==> config.mk <==
export PLATFORM = sky130hd
export DESIGN_NAME = sram_like_arbiter
export DESIGN_NICKNAME = d
export VERILOG_FILES = /design/src/rtl/sram_like_arbiter.sv
export SDC_FILE = /design/constraint.sdc
export NUM_CORES = 1
export LEC_CHECK = 0
export ABC_AREA = 1
export BUFFER_PORTS_ARGS = -buffer_cell sky130_fd_sc_hd__buf_2
export CAP_MARGIN = 5
export CORE_AREA = 3 3 124 126
export DETAILED_ROUTE_END_ITERATION = 8
export DIE_AREA = 0 0 127 129
export GPL_TIMING_DRIVEN = 0
export SYNTH_ARGS = -nofsm -noshare
export SYNTH_HDL_FRONTEND = slang
export SYNTH_SLANG_ARGS = --single-unit
export TNS_END_PERCENT = 50
==> constraint.sdc <==
create_clock -name clk -period 2.1 [get_ports clk]
set_input_delay 0.105 -clock clk [delete_from_list [all_inputs] [get_ports clk]]
set_output_delay 0.105 -clock clk [all_outputs]
set_load 0.005 [all_outputs]
==> src/rtl/sram_like_arbiter.sv <==
// sram_like_arbiter: shares one SRAM-like slave between an instruction master and a data master.
//
// Purpose
//   Grants at most one master per cycle and passes its request through to the mem_* channel.
//   The slave answers in order, so each accepted address pushes its owner tag into a FIFO.
//   Each mem_data_ok pops the head tag and steers the data_ok pulse to the owning master.
//   Once a request is presented without mem_addr_ok, the grant is locked to that master
//   until its handshake completes.
//
// Ports
//   clk, reset                         single clock, synchronous active-high reset
//   inst_sram_* req/wr/size/addr/...   instruction master request channel (in)
//   inst_sram_addr_ok/data_ok/rdata    instruction master handshake and read data (out)
//   data_sram_* req/wr/size/addr/...   data master request channel (in)
//   data_sram_addr_ok/data_ok/rdata    data master handshake and read data (out)
//   mem_* req/wr/size/addr/wstrb/wdata shared slave request channel (out)
//   mem_addr_ok/data_ok/rdata          shared slave handshake and read data (in)
//
// Configuration
//   OUTSTANDING_DEPTH        accepted-but-unanswered limit; a power of two from 2 to 8
//   SRAM_ARB_DATA_PRIO_EN    when defined, DATA wins every unlocked conflict;
//                            otherwise conflicts are resolved round-robin
module sram_like_arbiter #(
  parameter int unsigned OUTSTANDING_DEPTH = 4
) (
  input  logic        clk,
  input  logic        reset,
  input  logic        inst_sram_req,
  input  logic        inst_sram_wr,
  input  logic [1:0]  inst_sram_size,
  input  logic [31:0] inst_sram_addr,
  input  logic [3:0]  inst_sram_wstrb,
  input  logic [31:0] inst_sram_wdata,
  output logic        inst_sram_addr_ok,
  output logic        inst_sram_data_ok,
  output logic [31:0] inst_sram_rdata,
  input  logic        data_sram_req,
  input  logic        data_sram_wr,
  input  logic [1:0]  data_sram_size,
  input  logic [31:0] data_sram_addr,
  input  logic [3:0]  data_sram_wstrb,
  input  logic [31:0] data_sram_wdata,
  output logic        data_sram_addr_ok,
  output logic        data_sram_data_ok,
  output logic [31:0] data_sram_rdata,
  output logic        mem_req,
  output logic        mem_wr,
  output logic [1:0]  mem_size,
  output logic [31:0] mem_addr,
  output logic [3:0]  mem_wstrb,
  output logic [31:0] mem_wdata,
  input  logic        mem_addr_ok,
  input  logic        mem_data_ok,
  input  logic [31:0] mem_rdata
);

  localparam int unsigned PtrW = $clog2(OUTSTANDING_DEPTH);
  localparam int unsigned CntW = PtrW + 1;

  typedef enum logic {SelInst = 1'b0, SelData = 1'b1} sel_e;

  sel_e                         sel;
  logic                         sel_req;
  logic                         fifo_full;
  logic                         push;
  logic                         pop;
  logic                         head_tag;

  logic                         lock_q, lock_d;
  sel_e                         lock_sel_q, lock_sel_d;
  logic [CntW-1:0]              count_q, count_d;
  logic [PtrW-1:0]              wr_ptr_q, wr_ptr_d;
  logic [PtrW-1:0]              rd_ptr_q, rd_ptr_d;
  logic [OUTSTANDING_DEPTH-1:0] tag_q;
`ifndef SRAM_ARB_DATA_PRIO_EN
  // Master granted at the most recent address handshake.
  sel_e                         last_q, last_d;
`endif

  // Arbitration: a lock always wins; otherwise a lone requester wins and conflicts are resolved
  // by priority or round-robin.
  always_comb begin
    sel = SelInst;
    if (lock_q) begin
      sel = lock_sel_q;
    end else if (inst_sram_req && data_sram_req) begin
`ifdef SRAM_ARB_DATA_PRIO_EN
      sel = SelData;
`else
      sel = (last_q == SelInst) ? SelData : SelInst;
`endif
    end else if (data_sram_req) begin
      sel = SelData;
    end
  end

  assign sel_req   = (sel == SelData) ? data_sram_req : inst_sram_req;
  assign fifo_full = (count_q == CntW'(OUTSTANDING_DEPTH));

  // Request fields are zero whenever the selected master is idle.
  always_comb begin
    mem_req   = sel_req && !fifo_full;
    mem_wr    = 1'b0;
    mem_size  = '0;
    mem_addr  = '0;
    mem_wstrb = '0;
    mem_wdata = '0;
    if (sel_req) begin
      if (sel == SelData) begin
        mem_wr    = data_sram_wr;
        mem_size  = data_sram_size;
        mem_addr  = data_sram_addr;
        mem_wstrb = data_sram_wstrb;
        mem_wdata = data_sram_wdata;
      end else begin
        mem_wr    = inst_sram_wr;
        mem_size  = inst_sram_size;
        mem_addr  = inst_sram_addr;
        mem_wstrb = inst_sram_wstrb;
        mem_wdata = inst_sram_wdata;
      end
    end
  end

  assign push     = mem_req && mem_addr_ok;
  // A response that finds no outstanding tag (including during reset) is dropped.
  assign pop      = mem_data_ok && (count_q != '0) && !reset;
  assign head_tag = tag_q[rd_ptr_q];

  assign inst_sram_addr_ok = push && (sel == SelInst);
  assign data_sram_addr_ok = push && (sel == SelData);
  assign inst_sram_data_ok = pop && !head_tag;
  assign data_sram_data_ok = pop && head_tag;
  assign inst_sram_rdata   = mem_rdata;
  assign data_sram_rdata   = mem_rdata;

  always_comb begin
    // A presented but unaccepted request pins the grant for the next cycle.
    lock_d     = mem_req && !mem_addr_ok;
    lock_sel_d = sel;
    wr_ptr_d   = push ? wr_ptr_q + PtrW'(1) : wr_ptr_q;
    rd_ptr_d   = pop ? rd_ptr_q + PtrW'(1) : rd_ptr_q;
    count_d    = count_q;
    if (push && !pop) begin
      count_d = count_q + CntW'(1);
    end else if (pop && !push) begin
      count_d = count_q - CntW'(1);
    end
`ifndef SRAM_ARB_DATA_PRIO_EN
    last_d = push ? sel : last_q;
`endif
  end

  always_ff @(posedge clk) begin
    if (reset) begin
      lock_q     <= 1'b0;
      lock_sel_q <= SelInst;
      count_q    <= '0;
      wr_ptr_q   <= '0;
      rd_ptr_q   <= '0;
`ifndef SRAM_ARB_DATA_PRIO_EN
      // Last grant reads as DATA, so the first conflict goes to INST.
      last_q     <= SelData;
`endif
    end else begin
      lock_q     <= lock_d;
      lock_sel_q <= lock_sel_d;
      count_q    <= count_d;
      wr_ptr_q   <= wr_ptr_d;
      rd_ptr_q   <= rd_ptr_d;
`ifndef SRAM_ARB_DATA_PRIO_EN
      last_q     <= last_d;
`endif
    end
  end

  // Tag storage needs no reset: entries are only read behind a valid count.
  always_ff @(posedge clk) begin
    if (push && !reset) begin
      tag_q[wr_ptr_q] <= sel;
    end
  end

endmodule

==> results of run 1 <==
==> how the worst min path moves through the flow <==
stage	from	to	slack [ns]	cells after the start
floorplan	mem_addr_ok	lock_q	0.17	1
global placement	mem_addr_ok	lock_q	0.32	2
detailed placement	mem_addr_ok	lock_q	0.33	2
CTS	mem_addr_ok	lock_q	0.07	2
global route	mem_addr_ok	lock_q	0.10	2
finish	mem_addr_ok	lock_q	0.09	2
==> synthesized netlist by cell type <==
master | count | area share
nand3_1 | 3 | 0.0055
nand2_1 | 303 | 0.41
nand4_2 | 1 | 0.0045
inv_2 | 2 | 0.0027
buf_6 | 8 | 0.033
buf_2 | 8 | 0.015
o21ai_0 | 4 | 0.0073
nand2_4 | 1 | 0.0041
nor3_2 | 1 | 0.0036
nor2_1 | 13 | 0.018
nand3b_1 | 1 | 0.0027
a21oi_1 | 5 | 0.0091
ha_1 | 5 | 0.023
nor3_1 | 2 | 0.0036
fa_1 | 1 | 0.0073
a32o_1 | 1 | 0.0036
inv_1 | 91 | 0.12
dfxtp_1 | 10 | 0.073
edfxtp_1 | 4 | 0.044
buf_4 | 70 | 0.19
nand3_2 | 1 | 0.0036
nand4_1 | 1 | 0.0023
and2_1 | 1 | 0.0023
nand2_2 | 1 | 0.0023
or2_1 | 1 | 0.0023
==> routing by layer <==
layer  part of all wire  vias to the layer above  track usage
li1                   -                     2057            -
met3              0.075                        6       0.0137
met5                  0                        -            0
met4             0.0088                        0       0.0221
met1               0.42                     1547        0.159
met2               0.49                      156        0.212
==> power by group <==
part           total [mW]  switching [mW]  internal, mW
Sequential          0.340          0.0264         0.314
Combinational        1.17           0.608         0.562
Clock               0.366           0.110         0.257
==> critical path: stages, from the launching register on <==
cell and delay [ns]:
dfxtp_1 0.31, inv_1 0.06, nand3_2 0.10, nand3b_1 0.14, nand4_4 0.13, inv_2 0.11, ha_1 0.14, inv_1 0.07
fa_1 0.39, nor2_1 0.11, nor2_1 0.04, nand2_1 0.07, o21ai_0 0.07, a21oi_1 0.12
==> final cells by class <==
type | count | share of cell area
inverter | 93 | 0.0772
clock buffer | 4 | 0.0174
multi-input combinational | 346 | 0.319
sequential | 14 | 0.0709
buffer | 86 | 0.145
timing repair buffer | 288 | 0.319
tap | 184 | 0.0509
==> logic make-up after synthesis <==
family,share of synthesized area
adders and majority gates,0.0300
DFF,0.116
buffers and inverters,0.365
and+or+nand+nor,0.468
AOI/OAI and AO/OA,0.0200
==> metrics by stage <==
stage               instances  utilization   TNS, ns  cell area [um^2]  setup WS (ns)
floorplan                 539            -         0              2750          0.315
global placement         1010        0.306         0              4420         0.0935
detailed placement       1010        0.306         0              4420          0.108
CTS                      1014        0.312         0              4500         0.0876
global route             1015        0.313  -0.00437              4520       -0.00437
finish                   1015        0.313         0              4520          0.179
==> timing repair <==
action                     4_1_cts  5_1_grt
resized for setup                0        3
setup endpoints to repair        0        1
buffers inserted                 0        1
==> sequential cells by signal, summed over array words and instances, names as in the netlist <==
signal / flops
rd_ptr_q: 2
last_q: 1
wr_ptr_q: 2
lock_sel_q: 1
count_q: 3
tag_q: 4
lock_q: 1
==> metrics.md, run 1 <==
| Metric | Value |
|---|---|
| CTS H-tree lvls | 1 |
| Ant diodes | 0 |
| Initial Utilization | 0.191 |
| Max Clock Freq | between 500 and 600 MHz |
| Ys Warns | 0 |
| Flops & latches, synth | 14 |
| Filler Cell Count | between 1,500 and 2,000 |
| Deepest clock path buffer count | 2 |
| Most frequent cells in the layout | 302 x nand2_1, 295 x buf_2, 91 x inv_1 |
| Syn avg cell area | 5.10 um^2 |
| First DRT Iteration DRCs | between 70 and 80 |
| R2R Path Start | lock_q |
| Tot GR Track Use | 0.120 |
| Crit path capture type | register |
| Via count | around 3,800 |
| Clock-pin slew on the worst setup and hold paths | 0.05 ns |
| Clock sinks | 14 |
| Setup skew after layout | around 0.0011 ns |
| DRT Wirelength | 11,300 um |
| CTS buffer count | 3 |
| ANT nets after route | 0 |
| Average wire per standard cell | approximately 11 um |
| DR pass1 iterations | 4 |
| Max Cap Viol | 0 |
| Core Area | between 0.01 and 0.015 mm^2 |
| R2R Path End | count_q[2] |
| Chip width | roughly 130 um |
| Layout cells sized above 1 | 0.465 |
| TritonCTS clock tree | yes |
| First-pass GRT wire length | 16,100 um |
| Netlist Area Pre-Place | 0.00275 mm^2 |
| Pwr dens | 415 mW/mm^2 |
| Seq/Total Area, Yosys | 0.116 |
| Status | finished, final reports clean |
| FF-to-FF path depth | 13 |
| CP Launch Type | register |
| Final setup viols | 0 |
| GRT Residual Overflow | 0 |
| Cell row count | 44 |
| Total Power | between 1.5 and 2 mW |
| Lkg Pwr | ~3.4 nW |
| CP max FO | 6 |
| Area growth, synth to finish | 64.3% |
| Die ar. | 0.0164 mm^2 |
| Hold Buf Count CTS | 0 |
| Tmin final | approximately 1.9 ns |
| Critical Path RT | approximately 2.3 ns |
| Mapped Nets | 725 |
| Crit path DAT | 2.10 ns |
| Worst Max-Slew Pin Slew | ~0.28 ns |
| Sequential Area | between 300 and 400 um^2 |
| Largest net degree at the start of global routing | 14 |
| Most common cell after layout, fill and taps aside | nand2_1 |
| Vias in the first global route | roughly 3,200 |
| Final hold vios | 0 |
| Latest clock arrival within the worst-skew pair | around 0.24 ns |
| Chip height | around 130 um |
| Hpwl dp | ~9600 um |
| DR vias/cell | about 3.7 |
| Critical path endpoint | count_q[2] |
| WS Path Type | register to register |
| R2R Setup Slk | 0.18 ns |
| Hold slack | 0.0931 ns |
| Initial antenna violation count | 0 |
| Nets | roughly 1,000 |
| Clock Tree Root | clkbuf_16 |
| Post-Syn Instances | around 540 |
| IO Count | 320 |
| Drt drc | 0 |
| Gpl congestion | 0.828 |
| Synth unique cells | 25 |
| Port buffer count | 287 |
| Crit share post-route | 0.915 |
| Max-slew violations | 0 |
| VDD IR max | ~0.29 mV |
| Worst min-delay path class | primary input to register |
| Critical Path Start | lock_q |
| Slew headroom | 0.811 |
| Area of the multi-input gates | 0.00144 mm^2 |
(Power assumes the default switching activity.)
==> run 2: changes to the inputs <==
- BUFFER_PORTS_ARGS: -buffer_cell sky130_fd_sc_hd__buf_2 -> -buffer_cell sky130_fd_sc_hd__clkbuf_2
- CTS_BUF_LIST: unset -> sky130_fd_sc_hd__clkbuf_8
==> metrics.md, run 2 (synthesized netlist as in run 1, its figures left out) <==
| Metric | Value |
|---|---|
| First DRT Iteration DRCs | 97 |
| Nets | about 1,000 |
| Combinational Power Share | 0.679 |
| Hpwl dp | 9690 um |
| Lkg Pwr | 3.37 nW |
| Deepest clock path buffer count | 2 |
| Max Clock Freq | between 500 and 600 MHz |
| Clk pwr share | 0.126 |
| Via count | between 3,000 and 4,000 |
| Area growth, synth to finish | 63.4% |
| Pint | ~1 mW |
| Crit path DAT | about 2.0 ns |
| IO Count | 320 |
| CP top delay family | adder cells |
| Placement Cell Area | ~0.0044 mm^2 |
| Setup TNS | 0 ns |
| Average wire per standard cell | ~11 um |
| Critical Path RT | 2.23 ns |
| CTS buffer count | 3 |
| Worst Max-Slew Pin Slew | around 0.26 ns |
| Port buffer count | roughly 290 |
| Drt drc | 0 |
| Layout cells sized above 1 | 0.465 |
| Tmin final | 1.91 ns |
| Cell area after layout | between 0.004 and 0.005 mm^2 |
| Latest clock arrival within the worst-skew pair | approximately 0.24 ns |
| CP max stage delay | 0.44 ns |
| VDD IR max | around 0.23 mV |
| First-pass GRT wire length | around 16,000 um |
| RSZ-0062 raised after global routing | no |
| Final Util | 0.312 |
| Die ar. | 0.0164 mm^2 |
| Top flop regs | tag_q (4), count_q (3) |
| NetSw | between 0.7 and 0.8 mW |
| Max reg flops | 4 |
| Status | finished, final reports clean |
| Max-slew violations | 0 |
| Chip width | 127 um |
| Final hold vios | 0 |
| Initial antenna violation count | 0 |
| Worst path slowest cell | fa_2 |
| Most flops, register | tag_q |
| DRT Wirelength | roughly 11,000 um |
| Tot GR Track Use | 0.119 |
| Hold Buf Count CTS | 0 |
| Worst min-delay path class | primary input to register |
| Pwr dens | a little under 400 mW/mm^2 |
| Ant diodes | 0 |
| CTS H-tree lvls | 1 |
| Final setup viols | 0 |
| Filler Cell Count | ~1,700 |
| R2R Setup Slk | around 0.19 ns |
| Chip height | roughly 130 um |
| Clock-pin slew on the worst setup and hold paths | 0.06 ns |
| Sw frac | 0.422 |
| Core Area | 0.0144 mm^2 |
| GRT Residual Overflow | 0 |
| Largest net degree at the start of global routing | 14 |
| WS Path Type | register to register |
| CP Launch Type | register |
| Clock sinks | 14 |
| DR vias/cell | roughly 3.7 |
| Sequential share of power | 0.195 |
| Vias in the first global route | 3,260 |
| TritonCTS clock tree | yes |
| ANT nets after route | 0 |
| Cell row count | 44 |
| Setup skew after layout | 0.00175 ns |
| Crit-path cells | nand2_1 -> or2_1 -> nand4_4 -> inv_2 -> ha_1 -> inv_1 -> fa_2 -> o21ai_1 -> a21oi_1 |
| Hold slack | a little under 0.1 ns |
| Bufs and invs on worst path | 2 |
| Gpl congestion | approximately 0.79 |
| Most frequent cells in the layout | 303 x nand2_1, 287 x clkbuf_2, 92 x inv_1 |
| Crit share post-route | 0.911 |
| Clock Tree Root | clkbuf_8 |
| Most common cell after layout, fill and taps aside | nand2_1 |
| CP max FO | 6 |
| Max Cap Viol | 0 |
| DR pass1 iterations | 5 |
| Crit path capture type | register |
| Initial Utilization | 0.191 |
| Slew headroom | 0.824 |
run 2: final cells by class:
class / count / area, um^2 / area share
flip-flops and latches: 14 / 320 / 0.0713
repair buffers: 289 / 1450 / 0.323
plain buffers: 86 / 656 / 0.146
well taps: 184 / 230 / 0.0512
multi-input cells: 346 / 1440 / 0.321
inverters: 93 / 349 / 0.0777
clock inverters: 1 / 3.75 / 0.000835
clock buffers: 3 / 41.3 / 0.00919
run 2: path summary, 6_finish.rpt:
kind | from | endpoint | cells past startpoint
worst max register to register | lock_q | count_q[1] | 9
worst min-delay path | mem_addr_ok | lock_q | 2
worst max-delay path | lock_q | count_q[1] | 9
worst min register to register | last_q | last_q | 2
run 2: metrics by stage:
step                worst slack (ns)  cells  power (mW)
floorplan                      0.315    539        1.02
global placement              0.0951   1010        1.53
detailed placement             0.104   1010        1.53
CTS                           0.0674   1014        1.76
global route                 0.00658   1016        1.95
finish                         0.187   1016        1.75
run 2: power by group through the flow:
stage | clock network (mW) | registers, mW | logic, mW
global route | 0.240 | 0.344 | 1.36
finish | 0.220 | 0.341 | 1.18
global placement | 0 | 0.344 | 1.18
floorplan | 0 | 0.339 | 0.677
detailed placement | 0 | 0.343 | 1.19
CTS | 0.227 | 0.338 | 1.19
run 2: per-layer routing:
layer | part of all wire | wire length [um] | vias to the layer above | global-route usage
li1 | - | - | 2055 | -
met1 | 0.40 | 4520 | 1555 | 0.152
met2 | 0.50 | 5610 | 162 | 0.216
met3 | 0.085 | 947 | 6 | 0.0183
met4 | 0.011 | 125 | 0 | 0.0215
met5 | 0 | 0 | - | 0
run 2: what timing repair did:
action,CTS,global route
buffers inserted,0,2
endpoints found under the setup margin,0,2
gates resized for setup,0,4
